File: config.mk
export PLATFORM = sky130hd
export DESIGN_NAME = rca_lsq_arbiter_flat
export DESIGN_NICKNAME = d
export VERILOG_FILES = /design/src/rtl/rca_lsq_arbiter_if.sv /design/src/rtl/rca_lsq_arbiter.sv /design/src/flat_wrapper.sv
export SDC_FILE = /design/constraint.sdc
export NUM_CORES = 1
export LEC_CHECK = 0
export BUFFER_PORTS_ARGS = -buffer_cell sky130_fd_sc_hd__buf_2
export CORE_AREA = 2 2 168 170
export DETAILED_ROUTE_END_ITERATION = 6
export DIE_AREA = 0 0 170 172
export GPL_ROUTABILITY_DRIVEN = 0
export PLACE_DENSITY = 0.49
export SYNTH_ARGS = -nofsm -noshare
export SYNTH_HDL_FRONTEND = slang
export SYNTH_SLANG_ARGS = --single-unit
File: constraint.sdc
create_clock -name clk -period 5.3 [get_ports clk]
set_input_delay 0 -clock clk [delete_from_list [all_inputs] [get_ports clk]]
set_output_delay 0 -clock clk [all_outputs]
set_load 0.01 [all_outputs]
File: src/rtl/rca_lsq_arbiter_if.sv
// rca_lsq_arbiter_if: OU-side and LSQ-side buses of the RCA LSQ arbiter
interface rca_lsq_arbiter_if #(
    parameter int NUM_OUS = 4,
    parameter int XLEN = 32
);
    logic [NUM_OUS-1:0][XLEN-1:0] ou_addr;
    logic [NUM_OUS-1:0][XLEN-1:0] ou_data;
    logic [NUM_OUS-1:0][2:0] ou_fn3;
    logic [NUM_OUS-1:0] ou_load;
    logic [NUM_OUS-1:0] ou_store;
    logic [NUM_OUS-1:0] ou_new_request;
    logic [NUM_OUS-1:0] ou_lsq_full;
    logic [NUM_OUS-1:0] ou_load_complete;
    logic [XLEN-1:0] ou_load_data;
    logic [XLEN-1:0] addr;
    logic [XLEN-1:0] data;
    logic [2:0] fn3;
    logic load;
    logic store;
    logic new_request;
    logic lsq_full;
    logic [XLEN-1:0] load_data;
    logic load_complete;

    modport master (
        input ou_addr, ou_data, ou_fn3, ou_load, ou_store, ou_new_request, lsq_full, load_data, load_complete,
        output ou_lsq_full, ou_load_complete, ou_load_data, addr, data, fn3, load, store, new_request
    );
    modport slave (
        output ou_addr, ou_data, ou_fn3, ou_load, ou_store, ou_new_request, lsq_full, load_data, load_complete,
        input ou_lsq_full, ou_load_complete, ou_load_data, addr, data, fn3, load, store, new_request
    );
endinterface

File: src/rtl/rca_lsq_arbiter.sv
// rca_lsq_arbiter: round-robin OU arbiter for the RCA LSQ port with in-order load tag FIFO
module rca_lsq_arbiter #(
    parameter int NUM_OUS = 4,
    parameter int MAX_OUTSTANDING_LOADS = 4,
    parameter int XLEN = 32
) (
    input logic clk,
    input logic rst,
    rca_lsq_arbiter_if.master bus,
    output logic err_unexpected_complete
);
    localparam int IW = $clog2(NUM_OUS);
    localparam int FW = $clog2(MAX_OUTSTANDING_LOADS);

    logic [IW-1:0] rr_ptr;
    logic [IW-1:0] g;
    logic [IW-1:0] idx;
    logic grant;
    logic [FW-1:0] head;
    logic [FW-1:0] tail;
    logic [FW:0] count;
    logic [IW-1:0] tags [MAX_OUTSTANDING_LOADS];
    logic fifo_full;
    logic push;
    logic pop;
    logic [NUM_OUS-1:0] eligible;

    // Loads need a free tag slot; a same-cycle pop does not count as free.
    assign fifo_full = count == (FW+1)'(MAX_OUTSTANDING_LOADS);
    assign eligible = bus.lsq_full ? '0 : bus.ou_new_request & ~(bus.ou_load & {NUM_OUS{fifo_full}});

    always_comb begin
        grant = 1'b0;
        g = '0;
        idx = '0;
        for (int k = 0; k < NUM_OUS; k++) begin
            idx = IW'((int'(rr_ptr) + k) % NUM_OUS);
            if (!grant && eligible[idx]) begin
                grant = 1'b1;
                g = idx;
            end
        end
    end

    assign push = grant && bus.ou_load[g];
    assign pop = bus.load_complete && count != '0;

    assign bus.new_request = grant;
    assign bus.addr = grant ? bus.ou_addr[g] : '0;
    assign bus.data = grant ? bus.ou_data[g] : '0;
    assign bus.fn3 = grant ? bus.ou_fn3[g] : '0;
    assign bus.load = grant && bus.ou_load[g];
    assign bus.store = grant && bus.ou_store[g];
    assign bus.ou_lsq_full = grant ? ~(NUM_OUS'(1) << g) : '1;
    assign bus.ou_load_complete = pop ? NUM_OUS'(1) << tags[head] : '0;
    assign bus.ou_load_data = bus.load_data;

    always_ff @(posedge clk) begin
        if (rst) begin
            rr_ptr <= '0;
            head <= '0;
            tail <= '0;
            count <= '0;
            err_unexpected_complete <= 1'b0;
        end else begin
            if (grant)
                rr_ptr <= g == IW'(NUM_OUS - 1) ? '0 : g + IW'(1);
            if (push)
                tail <= tail + FW'(1);
            if (pop)
                head <= head + FW'(1);
            count <= count + (FW+1)'(push) - (FW+1)'(pop);
            if (bus.load_complete && count == '0)
                err_unexpected_complete <= 1'b1;
        end
    end

    always_ff @(posedge clk) begin
        if (push)
            tags[tail] <= g;
    end
endmodule
File: src/flat_wrapper.sv
// flat-port wrapper written by rule: the top's interface ports become plain ports
module rca_lsq_arbiter_flat 
#(
    parameter int NUM_OUS = 4,
    parameter int MAX_OUTSTANDING_LOADS = 4,
    parameter int XLEN = 32
)
  (clk, rst, err_unexpected_complete, bus_ou_addr, bus_ou_data, bus_ou_fn3, bus_ou_load, bus_ou_store, bus_ou_new_request, bus_lsq_full, bus_load_data, bus_load_complete, bus_ou_lsq_full, bus_ou_load_complete, bus_ou_load_data, bus_addr, bus_data, bus_fn3, bus_load, bus_store, bus_new_request);
  rca_lsq_arbiter_if #(.NUM_OUS(NUM_OUS), .XLEN(XLEN)) bus_i ();
  input logic clk;
  input logic rst;
  output logic err_unexpected_complete;
  input wire logic [$bits(bus_i.ou_addr)-1:0] bus_ou_addr;
  input wire logic [$bits(bus_i.ou_data)-1:0] bus_ou_data;
  input wire logic [$bits(bus_i.ou_fn3)-1:0] bus_ou_fn3;
  input wire logic [$bits(bus_i.ou_load)-1:0] bus_ou_load;
  input wire logic [$bits(bus_i.ou_store)-1:0] bus_ou_store;
  input wire logic [$bits(bus_i.ou_new_request)-1:0] bus_ou_new_request;
  input wire logic [$bits(bus_i.lsq_full)-1:0] bus_lsq_full;
  input wire logic [$bits(bus_i.load_data)-1:0] bus_load_data;
  input wire logic [$bits(bus_i.load_complete)-1:0] bus_load_complete;
  output wire logic [$bits(bus_i.ou_lsq_full)-1:0] bus_ou_lsq_full;
  output wire logic [$bits(bus_i.ou_load_complete)-1:0] bus_ou_load_complete;
  output wire logic [$bits(bus_i.ou_load_data)-1:0] bus_ou_load_data;
  output wire logic [$bits(bus_i.addr)-1:0] bus_addr;
  output wire logic [$bits(bus_i.data)-1:0] bus_data;
  output wire logic [$bits(bus_i.fn3)-1:0] bus_fn3;
  output wire logic [$bits(bus_i.load)-1:0] bus_load;
  output wire logic [$bits(bus_i.store)-1:0] bus_store;
  output wire logic [$bits(bus_i.new_request)-1:0] bus_new_request;
  assign bus_i.ou_addr = bus_ou_addr;
  assign bus_i.ou_data = bus_ou_data;
  assign bus_i.ou_fn3 = bus_ou_fn3;
  assign bus_i.ou_load = bus_ou_load;
  assign bus_i.ou_store = bus_ou_store;
  assign bus_i.ou_new_request = bus_ou_new_request;
  assign bus_i.lsq_full = bus_lsq_full;
  assign bus_i.load_data = bus_load_data;
  assign bus_i.load_complete = bus_load_complete;
  assign bus_ou_lsq_full = bus_i.ou_lsq_full;
  assign bus_ou_load_complete = bus_i.ou_load_complete;
  assign bus_ou_load_data = bus_i.ou_load_data;
  assign bus_addr = bus_i.addr;
  assign bus_data = bus_i.data;
  assign bus_fn3 = bus_i.fn3;
  assign bus_load = bus_i.load;
  assign bus_store = bus_i.store;
  assign bus_new_request = bus_i.new_request;
  rca_lsq_arbiter #(.NUM_OUS(NUM_OUS), .MAX_OUTSTANDING_LOADS(MAX_OUTSTANDING_LOADS), .XLEN(XLEN)) u_core (.clk(clk), .rst(rst), .bus(bus_i), .err_unexpected_complete(err_unexpected_complete));
endmodule
* After elaboration in Yosys (flattened, before gate mapping)
Memories as Yosys holds them, arrays and structs flattened. A register that Yosys moved wholly into a read port is not among the register bits.
Cells that the tools add are included.
** Operators by class
- Bitwise logic cells :: 4
- Order comparisons :: 5
- Shift operators :: 2
- $add $sub $neg :: 8
- Reductions and logical operators :: 12
- Eq/ne operators :: 2
- Multiplexer cells :: 37
** Operator list (number)
- $bmux 32 s2 :: 2
- $mux 32 :: 4
- $lt 2x3->1 const B :: 5
- $mux 2 :: 7
- $bmux 1 s2 :: 6
- $mux 1 :: 12
- $mux 4 :: 3
- $add 2x1->2 const B :: 4
- $and 4x4->4 :: 2
- $not 4->4 :: 2
- $shl 1x2->4 const A :: 2
- $logic_and 1x1->1 :: 7
- $bmux 3 s2 :: 1
- $mux 3 :: 2
- $add 2x2->2 const B :: 2
- $add 3x1->3 :: 1
- $eq 3x3->1 const B :: 1
- $logic_not 1->1 :: 3
- $logic_not 3->1 :: 1
- $reduce_bool 3->1 :: 1
- $sub 3x1->3 :: 1
- $eq 2x2->1 const B :: 1
** Word-level totals
- Input port bits :: 316
- Logic and storage cells :: 76
- Output and inout bits :: 111
- Memory bits (writable) :: 8
- Register bits after elaboration :: 10
- Memories kept :: 1
** Memories
- u_core.tags :: words 4, bits a word 2, read ports 1, clocked after memory_dff 1, wr ports 1, line rca_lsq_arbiter.sv:22 : logic [IW-1:0] tags [MAX_OUTSTANDING_LOADS];

* Logic depth before layout (Yosys ltp)
Gate-level depths: netlist of run 1.
- Depth after elaboration :: 22
- Mapped depth :: 12
- Depth with buffers taken out :: 12

* Least setup slack after synthesis of run 1
OpenSTA, ideal clock, no wires.
- Kind :: reg-to-reg
- Start :: register u_core.count[2]
- End :: register u_core.count[2]
- Buffers on the path :: 0
- Data arrival time :: 2.575 ns
- Required time :: 5.172 ns
- Stages on the path, launching flop included :: 12
- Period minus slack after synthesis :: 2.702 ns
- Setup time :: 0.128 ns
- Path slack :: 2.598 ns
- Path through :: dfxtp_1 nor3b_2 a211o_2 o221ai_2 a22oi_4 mux2i_1 o22a_2 inv_1 ha_1 fa_1 xnor2_1 nor2_1
** On the way
- Word-level cells in the longest chain between the ends :: 22
- Elaborated cells on any way between the ends :: 34
- Those cells by class :: add/sub: 2; eq/ne: 1; mux: 19; bitwise: 3; reduce/logical: 9
** Ends and longest elaborated chain
- start, declared :: line rca_lsq_arbiter.sv:21 : logic [FW:0] count;
- start signal, assigned :: line rca_lsq_arbiter.sv:72 : count <= count + (FW+1)'(push) - (FW+1)'(pop);
- $eq 3x3->1 * :: line rca_lsq_arbiter.sv:29 : assign fifo_full = count == (FW+1)'(MAX_OUTSTANDING_LOADS);
- $and 4x4->4 * :: line rca_lsq_arbiter.sv:30 : assign eligible = bus.lsq_full ? '0 : bus.ou_new_request & ~(bus.ou_load & {NUM_OUS{fifo_full}});
- $not 4->4 * :: line rca_lsq_arbiter.sv:30
- $and 4x4->4 * :: line rca_lsq_arbiter.sv:30
- $mux 4 * :: line rca_lsq_arbiter.sv:30
- $bmux 1 s2 :: line rca_lsq_arbiter.sv:38 : if (!grant && eligible[idx]) begin
- $mux 1 (not written as such) :: line rca_lsq_arbiter.sv:38
- $mux 1 :: line rca_lsq_arbiter.sv:38
- [... 7 more ...]
- $logic_and 1x1->1 :: line rca_lsq_arbiter.sv:38
- $mux 2 :: line rca_lsq_arbiter.sv:38
- $bmux 1 s2
- $mux 1
- $logic_and 1x1->1 *
- via bus_load :: line flat_wrapper.sv:28 : output wire logic [$bits(bus_i.load)-1:0] bus_load;
- $add 3x1->3 * :: line rca_lsq_arbiter.sv:72
- $sub 3x1->3 * :: line rca_lsq_arbiter.sv:72
Mark *: on every way through the listed nets, which the timed path passes. The rest lies on a longest branch. The select of a mux whose other input is x is not followed.
A chain may end at the register's enable or synchronous reset.

* Final worst setup path of run 1
- Start :: register u_core.count[2]
- End :: register u_core.count[2]
** On the way
- Word-level cells in the longest chain between the ends :: 22
- Elaborated cells on any way between the ends :: 34
- Those cells by class :: add/sub: 2; eq/ne: 1; mux: 19; bitwise: 3; reduce/logical: 9
** Ends and longest elaborated chain
- $eq 3x3->1 :: line rca_lsq_arbiter.sv:29
- $and 4x4->4 :: line rca_lsq_arbiter.sv:30
- $not 4->4 :: line rca_lsq_arbiter.sv:30
- $and 4x4->4 :: line rca_lsq_arbiter.sv:30
- $mux 4 :: line rca_lsq_arbiter.sv:30
- $bmux 1 s2 :: line rca_lsq_arbiter.sv:38
- $mux 1 (not written as such) :: line rca_lsq_arbiter.sv:38
- $mux 1 :: line rca_lsq_arbiter.sv:38
- [... 6 more ...]
- $logic_not 1->1 :: line rca_lsq_arbiter.sv:38
- $logic_and 1x1->1 :: line rca_lsq_arbiter.sv:38
- $mux 2 :: line rca_lsq_arbiter.sv:38
- $bmux 1 s2 :: line rca_lsq_arbiter.sv:45 : assign push = grant && bus.ou_load[g];
- $mux 1 (not written as such) :: line rca_lsq_arbiter.sv:45
- $logic_and 1x1->1 :: line rca_lsq_arbiter.sv:45
- $add 3x1->3 :: line rca_lsq_arbiter.sv:72
- $sub 3x1->3 * :: line rca_lsq_arbiter.sv:72
Every way passes the cells marked *; elsewhere a longest branch is shown, timed or not. The select of a mux whose other input is x is not followed.

==> results.md, run 1 <==
* Normalized max-slew margin at 0.347
* Detailed Routing Iterations Pass 1 at 4
* Layout cell share with drive strength beyond 1 at 0.509
* Worst min path class: input port to flip-flop
* Number of global-route vias before repair at 4002
* Die outline height at approximately 170 µm
* Vias per Instance at between 4 and 5
* Total setup buffers inserted after CTS at 0
* Power per unit of standard cell area at 253 nW/µm²
* Clock latency on the worst-skew pair at ~250 ps
* Clock-pin slew reported for the worst setup and hold paths after clock tree synthesis at around 50 ps
* Number of diodes at 0
* Leakage at around 0.0026 µW
* Peak clock frequency supported by timing at roughly 300 MHz
* Final Hold Fails at 1
* Worst Hold End: u_core.err_unexpected_complete
* Kind of end point of the critical path: flip-flop
* Routed length on met2 at about 7400 µm
* Clock tree root buffer cell: clkbuf_16
* Delay contributed by the slowest stage of the critical path at ~500 ps
* Result of the run: complete, but fails checks
* Routed length on met1 at approximately 6300 µm
* Time the final worst path needs with I/O delays and setup at ~3300 ps
* Req. time, crit path at between 5000 and 6000 ps
* Largest voltage drop on the vdd net at 0.152 mV
* Commonest non-fill, non-tap cell in the layout: buf_2
* Initial DRC count at 98
* Number of buffers added to fix hold violations after cts at 0
* Fraction of the cycle the final worst path needs at 0.628
* Final ANT Viol Nets at 0
* Violated checks: negative hold slack
* Area of the die at 29200 µm²
* Worst r2r src: u_core.count[2]
* Growth of design area from synthesis to finish at 49.9%
* Final worst hold slack at -0.204 ps
* Area inside the core boundary at roughly 27000 µm²
* Total via count in the routed design at 4475
* Top layer reached by signal wires: met4
* Number of distinct library cell variants in the gate-level netlist after synthesis at 39
* Count of non-filler cells in the finished layout at 1098
* Top delay family on crit path: compound AO/OA/AOI/OAI gates
* Total negative slack at 0 ps
* Overall power consumption at ~1400 µW
* Boundary pin count at about 430
* Largest fanout of any net on the critical path at 48
* Number of cells on the worst hold path at 3
* Endpoints failing setup at 0
* Site row count at 61
* CP Launch Type: flip-flop
* Remaining global-route overflow at 0
* Width of the die at 170 µm
* Flops & latches, synth at 20
* Setup CP Type: flip-flop to flip-flop
* Number of slew-limit violations in the final report at 0
* Post-Syn Area at around 3800 µm²
* Sum of met3 wire segment lengths after detailed routing at ~1200 µm
* CTS tree: done
* Actual slew at the worst max-slew pin at a little under 1000 ps
* TritonCTS buffer count at 3
* Number of cells traversed by the worst register-to-register path at 12
* Wire length of the first global-routing pass at between 20000 and 25000 µm
* CP Data Arrival Time at 3460 ps
* Max Clock Skew at 3.34 ps
* Synthesized net count at 785
* DRC violations left at 0
* Estimated wirelength of the detail-placed design at 12100 µm
* Number of antenna violations at the first check in global routing at 0
* Clock Sinks at 20
* Mean Syn Cell Area at between 8 and 9 µm²
* DR WL/cell at approximately 14 µm
* CTS-repair resized insts at 0
* Global routing usage summed across all routing layers at 0.0878
* Commonest non-fill, non-tap cells in the layout: 362 x buf_2, 137 x a211oi_1, 74 x nor2b_1, 71 x mux2i_1, 14 x inv_1
* H-Tree Depth at 1
* Synth Instances at between 400 and 500
* Proportion of synthesized chip area in sequential cells at 0.127
* Nets at between 1000 and 1500
* Post-place setup slack at between 1500 and 2000 ps
* Maximum count of clock buffers along a single path at 2
* CP cell instances: nor3b_2 > a211o_2 > o221ai_2 > a22oi_4 > buf_4 > mux2i_1 > o22a_2 > inv_1 > ha_1 > fa_1 > xnor2_1 > nor2_1
* Internal reg-to-reg setup slack at ~2000 ps
* Initial cell density of the core at 0.137
* Total wire length at 14900 µm
* Critical R2R Capture: u_core.count[2]
* Setup repair after global routing missed its margin: no
* Number of warnings printed during yosys synthesis at 0
* Buf+Inv Stages, Crit Path at 2
* Post-layout utilization of the core at 0.206
* Number of max-capacitance violations reported at 0
* Minimum setup slack in the final design at between 1500 and 2000 ps
* Instance count after placement with tap cells included at around 1100
* Largest net degree at the start of global routing at 166
* Port Buffer Count at 362
* CP max-delay cell: buf_4
* Hold Path Origin: bus_load_complete
[routing by layer]
| metal | vias to the layer above | track usage |
|---|---|---|
| met5 | - | 0 |
| met4 | 0 | 0.0104 |
| met3 | 6 | 0.0158 |
| met2 | 221 | 0.164 |
| met1 | 1968 | 0.108 |
| li1 | 2280 | - |
[sequential cells by signal (all words and copies together) (netlist names), named ones only]
name                            cells
u_core.count                        3
u_core.err_unexpected_complete      1
u_core.head                         2
u_core.rr_ptr                       2
u_core.tags                         8
u_core.tail                         2
[power breakdown]
group / total, µW / internal [µW] / switching [µW]
clock network: 151 / 100 / 51.1
registers: 223 / 198 / 25.5
logic: 1060 / 461 / 595
total: 1430 / 759 / 672
[worst reg2reg max path, delay by kind of cell (launching register included)]
kind,cells,cell delay (ps)
DFF,1,370
muxes,1,260
AOI/OAI and AO/OA,4,870
and+or+nand+nor,2,350
adders and majority gates,2,620
xor gates and xnor gates,1,170
buffers and inverters,2,580
[layout make-up]
type | count | area, µm²
Clock buffer | 3 | 75.1
Multi-Input combinational cell | 346 | 2750
Fill cell | 3083 | 21800
Tap cell | 346 | 433
Inverter | 15 | 56.3
Timing Repair Buffer | 367 | 1860
Clock inverter | 1 | 3.75
Sequential cell | 20 | 480
[through the flow]
step | area [µm²] | hold WS [ps]
final | 5660 | -0.204
after global routing | 5660 | 0.0245
after CTS | 5660 | 0.0686
after detailed placement | 5580 | 0.0686
after global placement | 5580 | 0.0686
after floorplan | 3770 | 91.8
[logic make-up after synthesis]
logic type	synth area share
AOI/OAI and AO/OA	0.302
adders and majority gates	0.0385
buffers and inverters	0.149
xor gates and xnor gates	0.00929
muxes	0.204
DFF	0.127
and+or+nand+nor	0.170
[worst max-delay path by stage]
| stage | start | end | slack (ps) | depth (start not counted) |
|---|---|---|---|---|
| 3_3_place_gp | u_core.count[1] | u_core.count[2] | 1990 | 12 |
| 4_1_cts | u_core.count[1] | u_core.count[2] | 1940 | 12 |
| 6_report | u_core.count[2] | u_core.count[2] | 1970 | 12 |
| 3_5_place_dp | u_core.count[2] | u_core.count[2] | 1960 | 12 |
| 5_1_grt | u_core.count[1] | u_core.count[2] | 1680 | 12 |
| 2_1_floorplan | u_core.count[2] | u_core.count[2] | 2600 | 11 |
[Yosys cell counts]
library cell | n | area share
a211o_1 | 1 | 0.0023
a211o_2 | 1 | 0.0027
a211oi_1 | 137 | 0.27
a21oi_1 | 2 | 0.0027
a21oi_2 | 1 | 0.0023
a221oi_1 | 1 | 0.0023
a22oi_4 | 1 | 0.0056
and3_1 | 1 | 0.0017
and4bb_2 | 1 | 0.0033
buf_1 | 1 | 0.00099
buf_2 | 12 | 0.016
buf_4 | 34 | 0.068
buf_6 | 10 | 0.030
clkbuf_1 | 20 | 0.020
dfxtp_1 | 12 | 0.064
edfxtp_1 | 8 | 0.064
fa_1 | 1 | 0.0053
ha_1 | 10 | 0.033
inv_1 | 14 | 0.014
inv_2 | 1 | 0.00099
mux2_4 | 1 | 0.0040
mux2i_1 | 71 | 0.19
mux4_2 | 2 | 0.012
nand2_1 | 10 | 0.0099
nand2b_1 | 5 | 0.0083
nor2_1 | 9 | 0.0090
nor2b_1 | 74 | 0.12
nor3_1 | 4 | 0.0053
nor3_2 | 1 | 0.0027
nor3b_1 | 1 | 0.0020
nor3b_2 | 1 | 0.0033
o21ai_0 | 1 | 0.0013
o21ai_1 | 1 | 0.0013
o221ai_2 | 1 | 0.0040
o22a_2 | 1 | 0.0027
o31ai_1 | 1 | 0.0020
or3_1 | 1 | 0.0017
xnor2_1 | 3 | 0.0070
xor2_1 | 1 | 0.0023
No activity file was read; power rests on OpenSTA's default activity.
==> run 2, diff against run 1 <==
- ABC_AREA: unset -> 1
- CORE_AREA: 2 2 168 170 -> 2 2 167 169
- DIE_AREA: 0 0 170 172 -> 0 0 169 171
- PLACE_DENSITY: 0.49 -> 0.52
- clock period: 5.3 -> 2.8 ns (I/O delays scaled with it)
==> run 2 against run 1 <==
Compared with the run above:
- the flow now finishes without violations
- die area shrank 1.2%
- combinational power grew to 10 times the previous value
- non-clock buffer count rose by 23
- global-route usage is 2.8 points higher
==> results.md, run 2 <==
* Internal reg-to-reg setup slack at 130 ps (-1840 ps)
* Share of total power in the clock network at 0.033 (-0.073)
* Final Hold Fails at 0 (-1)
* Leakage at 0.00311 µW (+20%)
* Routed length on met1 at 9080 µm (+45%)
* Internal cell power at 5160 µW (+580%)
* Proportion of synthesized chip area in sequential cells at 0.117 (-0.0100)
* Synth Instances at 686 (+50%)
* Register with the most flip-flops: u_core.tags
* Clock latency on the worst-skew pair at 250 ps (about the same)
* Number of cells traversed by the worst register-to-register path at 17 (+5)
* Comb pwr share at 0.922 (+0.184)
* Remaining global-route overflow at 0 (unchanged)
* Number of warnings printed during yosys synthesis at 0 (unchanged)
* Fill count at 3130 (+1.5%)
* Number of distinct library cell variants in the gate-level netlist after synthesis at 30 (-23%)
* Kind of end point of the critical path: output port
* Post-place instance area at 5980 µm² (+7.1%)
* Endpoints failing setup at 0 (unchanged)
* Result of the run: complete, no violations
* Commonest non-fill, non-tap cell in the layout: buf_2
* Net Switching at 6560 µW (+880%)
* Maximum count of clock buffers along a single path at 2 (unchanged)
* Initial cell density of the core at 0.150 (+0.0126)
* Switching Share at 0.559 (+0.0900)
* Leading post-synthesis cells by instance count: 153 x nor2_1, 75 x a21oi_1, 69 x o211ai_1
* Instance count after placement with tap cells included at 1322 (+21%)
* Largest net degree at the start of global routing at 79 (-52%)
* CP Launch Type: flip-flop
* Die outline height at 171 µm (-0.58%)
* Setup repair after global routing missed its margin: yes
* Number of diodes at 0 (unchanged)
* Width of the die at 169 µm (-0.59%)
* Number of global-route vias before repair at 5075 (+27%)
* Proportion of netlist area held by the largest area contributor at 0.140 (-0.132)
* Synthesized net count at 1013 (+29%)
* Sequential share of power at 0.044 (-0.112)
* Setup CP Type: flip-flop to output port
* Power per unit of standard cell area at 1810 nW/µm² (+620%)
* Boundary pin count at 427 (unchanged)
* Global routing usage summed across all routing layers at 0.115 (+0.0277)
* Main area contributors after synthesis: nor2_1 14%, o211ai_1 13%, a21oi_1 9.2%
* Clock tree root buffer cell: clkbuf_16
* Peak clock frequency supported by timing at about 370 MHz
* Estimated wirelength of the detail-placed design at 15200 µm (+25%)
* Time the final worst path needs with I/O delays and setup at 2680 ps
* Req. time, crit path at 2800 ps (-2630 ps)
* Layout cell share with drive strength beyond 1 at 0.470 (-0.0395)
* CTS tree: done
* Final ANT Viol Nets at 0 (unchanged)
* DRC violations left at 0 (unchanged)
* Async set or reset register ratio after synthesis at 0 (unchanged)
* Total wire length at 20800 µm (+39%)
* Growth of design area from synthesis to finish at 57.7%
* Clock-pin slew reported for the worst setup and hold paths after clock tree synthesis at 60 ps (about the same)
* Number of slew-limit violations in the final report at 0 (unchanged)
* CP Data Arrival Time at 2680 ps (-780 ps)
* Detailed Routing Iterations Pass 1 at 5 (+1)
* Number of cells on the worst hold path at 0 (-3)
* Registers with the highest flip-flop counts: u_core.tags x8, u_core.count x3
* Number of max-capacitance violations reported at 0 (unchanged)
* Largest fanout of any net on the critical path at 18 (-63%)
* Final worst hold slack at 0.00393 ps (+0.208 ps)
* Area of all placed cells without fillers at 6460 µm² (+14%)
* Port Buffer Count at 362 (unchanged)
* Fraction of the cycle the final worst path needs at 0.957
* DR WL/cell at 15.5 µm (+14%)
* Area of the die at 28900 µm² (-1.2%)
* Initial DRC count at 245 (+150%)
* Post-Syn Area at 4100 µm² (+8.6%)
* Ys flop type: dfxtp_1
* Cell with the most instances after synthesis: nor2_1
* TritonCTS buffer count at 3 (unchanged)
* H-Tree Depth at 1 (unchanged)
* Number of antenna violations at the first check in global routing at 0 (unchanged)
* Vias per Instance at 4.35 (+6.8%)
* Clock Sinks at 20 (unchanged)
* Normalized max-slew margin at 0.739 (+0.392)
* Worst min path class: input port to output port
* Flip-flop count of the largest register, all copies and words added at 8 (unchanged)
* Largest voltage drop on the vdd net at 0.627 mV (+310%)
* Count of non-filler cells in the finished layout at 1340 (+22%)
* Area inside the core boundary at 27300 µm² (-0.56%)
* Commonest non-fill, non-tap cells in the layout: 362 x buf_2, 151 x nor2_1, 75 x a21oi_1, 69 x o211ai_1, 60 x o21ai_1
* Max Clock Skew at 3.13 ps (-0.211 ps)
* Mean Syn Cell Area at 5.97 µm² (-28%)
* Site row count at 61 (unchanged)
* Routed length on met2 at 10000 µm (+36%)
* Overall power consumption at 11700 µW (+720%)
* Sum of met3 wire segment lengths after detailed routing at 1480 µm (+23%)
* Top layer reached by signal wires: met4
* Total via count in the routed design at 5831 (+30%)
* Flops & latches, synth at 20 (unchanged)
* Wire length of the first global-routing pass at 27200 µm (+32%)
* Dominant cell type by area after synthesis: nor2_1
* Nets at 1322 (+22%)
* Number of enable flip-flop cells after synthesis at 8 (unchanged)
* Actual slew at the worst max-slew pin at 391 ps (-589 ps)
## run 2: kinds of logic after synthesis
family / Yosys count / share of synthesized area
flops: 20 / 0.117
fa+ha+maj: 11 / 0.0354
xor+xnor: 2 / 0.00611
buf+inv: 126 / 0.173
compound gates: 218 / 0.312
simple gates: 309 / 0.356
## run 2: metal layers
metal	track usage	vias up
met2	0.201	255
met5	0	-
met4	0.0141	0
met3	0.0208	14
met1	0.153	2648
li1	-	2914
## run 2: worst paths after layout
path | start | end
setup reg to reg | u_core.count[0] | u_core.count[1]
setup / recovery | u_core.count[0] | bus_addr[15]
hold reg to reg | u_core.err_unexpected_complete | u_core.err_unexpected_complete
hold / removal | bus_load_data[16] | bus_ou_load_data[16]
## run 2: area by class of cell
class | instances | area (µm²) | share of cell area
Inverter | 39 | 163 | 0.0252
Clock buffer | 3 | 75.1 | 0.0116
Tap cell | 346 | 433 | 0.0670
Timing Repair inverter | 1 | 8.76 | 0.00136
Multi-Input combinational cell | 540 | 2990 | 0.463
Clock inverter | 1 | 30.0 | 0.00465
Sequential cell | 20 | 483 | 0.0747
Timing Repair Buffer | 390 | 2270 | 0.352
## run 2: critical path, cell delays in order, from the launching register on
cell	delay (ps)
dfxtp_1	330
nor2_4	210
nand3_2	110
nand3_1	130
nand3_1	100
nand2_2	150
nand2_2	100
nand2_1	80
nand2_2	90
nand3_4	100
buf_12	190
buf_16	170
or2_0	130
o211ai_1	80
a21oi_1	250
buf_2	190
## run 2: stage by stage
stage	TNS, ps	utilization	worst slack, ps
finish	0	0.236	121
global route	-74.3	0.236	-21.5
CTS	-38.7	0.224	-19.8
detailed placement	0	0.219	67.6
floorplan	0	-	122
global placement	0	0.219	176
## run 2: timing repair
item,CTS,global route
resized for setup,5,35
pin swaps,0,13
setup buffers,0,5
endpoints found under the hold margin,3,0
endpoints found under the setup margin,47,70
hold buffers,1,0
cloned,0,8
## run 2: power groups by stage
stage / sequential [µW] / clock [µW] / combinational, µW
floorplan: 498 / 0 / 6530
global placement: 518 / 0 / 9390
detailed placement: 522 / 0 / 9430
CTS: 515 / 403 / 9550
global route: 534 / 412 / 11900
finish: 519 / 391 / 10800
==> run 3, diff against run 2 <==
- CTS_BUF_LIST: unset -> sky130_fd_sc_hd__clkbuf_4
- SLEW_MARGIN: unset -> 20
==> run 3 against run 2 <==
Compared with the run above:
- utilization shrank 0.17 points
- via count grew 0.86%
- cell count unchanged
- die area is the same
- design area is 0.74% lower
- flip-flop and latch count unchanged
- non-clock buffer count did not move
- routed wire length decreased by 2.0%
- sequential power barely moved
- count of clock-buffer cells in the layout unchanged
- power decreased by 1.5%
- highest routed layer unchanged
==> results.md, run 3 (synthesis results as in run 2) <==
* Actual slew at the worst max-slew pin at 470 ps (+79.0 ps)
* Max Clock Skew at 12.3 ps (+9.12 ps)
* Number of diodes at 0 (unchanged)
* Leakage at 0.00309 µW (-0.87%)
* Time the final worst path needs with I/O delays and setup at 2710 ps (+30.4 ps)
* Final ANT Viol Nets at 0 (unchanged)
* Post-place setup slack at 67.6 ps (unchanged)
* Normalized max-slew margin at 0.687 (-0.0526)
* TritonCTS buffer count at 3 (unchanged)
* CP max-delay cell: dfxtp_2
* Die outline height at 171 µm (unchanged)
* CP Data Arrival Time at 2710 ps (+30 ps)
* Growth of design area from synthesis to finish at 56.6%
* Clock latency on the worst-skew pair at 310 ps (+60 ps)
* Worst min path class: input port to output port
* Clock Sinks at 20 (unchanged)
* Number of antenna violations at the first check in global routing at 0 (unchanged)
* Buf+Inv Stages, Crit Path at 4 (+1)
* Most prevalent standard cell on the critical path: nand2_2
* Clock tree root buffer cell: clkbuf_4
* Req. time, crit path at 2800 ps (about the same)
* Vias per Instance at 4.39 (+0.86%)
* Initial DRC count at 283 (+16%)
* Setup CP Type: flip-flop to output port
* Routed length on met2 at 9800 µm (-2.1%)
* Initial cell density of the core at 0.150 (unchanged)
* Largest voltage drop on the vdd net at 0.723 mV (+15%)
* Site row count at 61 (unchanged)
* Wire length of the first global-routing pass at 28200 µm (+3.8%)
* Clock-pin slew reported for the worst setup and hold paths after clock tree synthesis at 130 ps (+70 ps)
* Estimated wirelength of the detail-placed design at 15200 µm (unchanged)
* CP cell instances: nor2_4 > nand3_2 > nand3_1 > nand3_2 > nand2_2 > nand2_2 > nand2_1 > nand2_2 > nand3_4 > buf_12 > clkinv_16 > buf_16 > o211ai_1 > a21oi_1 > buf_2
* Layout cell share with drive strength beyond 1 at 0.471 (+0.00101)
* Total wire length at 20300 µm (-2.0%)
* Width of the die at 169 µm (unchanged)
* Sum of met3 wire segment lengths after detailed routing at 1490 µm (+0.54%)
* Largest net degree at the start of global routing at 79 (unchanged)
* Result of the run: complete, no violations
* Peak clock frequency supported by timing at 369 MHz (-1.1%)
* Top layer reached by signal wires: met4
* DRC violations left at 0 (unchanged)
* Commonest non-fill, non-tap cells in the layout: 362 x buf_2, 152 x nor2_1, 70 x a21oi_1, 69 x o211ai_1, 60 x o21ai_1
* Post-layout utilization of the core at 0.235 (-0.00174)
* Flip-flop count of the largest register, all copies and words added at 8 (unchanged)
* CP Launch Type: flip-flop
* Delay contributed by the slowest stage of the critical path at 360 ps (+30 ps)
* Largest fanout of any net on the critical path at 15 (-3)
* Area inside the core boundary at 27300 µm² (unchanged)
* Global routing usage summed across all routing layers at 0.121 (+0.00550)
* Detailed Routing Iterations Pass 1 at 5 (unchanged)
* Boundary pin count at 427 (unchanged)
* DR WL/cell at 15.2 µm (-2.0%)
* Number of slew-limit violations in the final report at 0 (unchanged)
* Number of global-route vias before repair at 5190 (+2.3%)
* Kind of end point of the critical path: output port
* Commonest non-fill, non-tap cell in the layout: buf_2
* Port Buffer Count at 362 (unchanged)
* Setup repair after global routing missed its margin: yes
* Total via count in the routed design at 5881 (+0.86%)
* Area of the die at 28900 µm² (unchanged)
* Registers with the highest flip-flop counts: u_core.tags x8, u_core.count x3
* Remaining global-route overflow at 0 (unchanged)
* Fill count at 3146 (+0.51%)
* Power per unit of standard cell area at 1800 nW/µm² (-0.76%)
* Register with the most flip-flops: u_core.tags
* Endpoints failing setup at 0 (unchanged)
* H-Tree Depth at 1 (unchanged)
* CTS tree: done
* Fraction of the cycle the final worst path needs at 0.968 (+0.0109)
* Instance count after placement with tap cells included at 1322 (unchanged)
* Minimum setup slack in the final design at 90.2 ps (-30.4 ps)
* Number of max-capacitance violations reported at 0 (unchanged)
* Top delay family on crit path: simple AND/OR/NAND/NOR gates
* Nets at 1322 (unchanged)
* Routed length on met1 at 8830 µm (-2.7%)
* Maximum count of clock buffers along a single path at 2 (unchanged)
* Total negative slack at 0 ps (unchanged)
* Final Hold Fails at 0 (unchanged)
* Count of non-filler cells in the finished layout at 1340 (unchanged)
## run 3: stage by stage
stage                     power (µW)  instance area (µm²)  hold slack (ps)
final                          11500                 6410          0.00393
after global routing           12700                 6410           0.0218
after CTS                      11000                 6210           0.0686
after detailed placement        9950                 5980           0.0686
after global placement          9900                 5980           0.0686
after floorplan                 7030                 4100             69.1
## run 3: path summary, 6_finish.rpt
path,from,to,slack [ps],cells after the start
setup / recovery,u_core.count[0],bus_addr[14],90,15
setup reg to reg,u_core.count[0],u_core.count[2],160,18
hold reg to reg,u_core.err_unexpected_complete,u_core.err_unexpected_complete,450,2
hold / removal,bus_load_data[16],bus_ou_load_data[16],0.004,0
## run 3: power breakdown
group	internal [µW]	leakage (µW)	switching, µW
clock	145	0.0000279	97.5
combinational	4440	0.00288	6350
sequential	452	0.000175	68.2
total	5040	0.00309	6510
## run 3: timing repair
action	in CTS	in global routing
endpoints found under the setup margin	65	70
setup buffers	1	4
hold buffers	2	0
endpoints found under the hold margin	3	0
gates cloned	3	4
pin swaps	2	3
resized for setup	12	30
## run 3: final cells by class
cell class | instances | area [µm²] | area share
repair buffers | 390 | 2270 | 0.354
clock buffers | 3 | 22.5 | 0.00351
flip-flops and latches | 20 | 488 | 0.0761
inverters | 39 | 173 | 0.0269
well taps | 346 | 433 | 0.0675
repair inverters | 1 | 11.3 | 0.00176
multi-input cells | 540 | 2980 | 0.465
clock inverters | 1 | 30.0 | 0.00468
## run 3: routing by layer
metal | track usage | vias to the layer above
met1 | 0.160 | 2655
met4 | 0.0175 | 0
met5 | 0 | -
met3 | 0.0206 | 14
met2 | 0.210 | 305
li1 | - | 2907
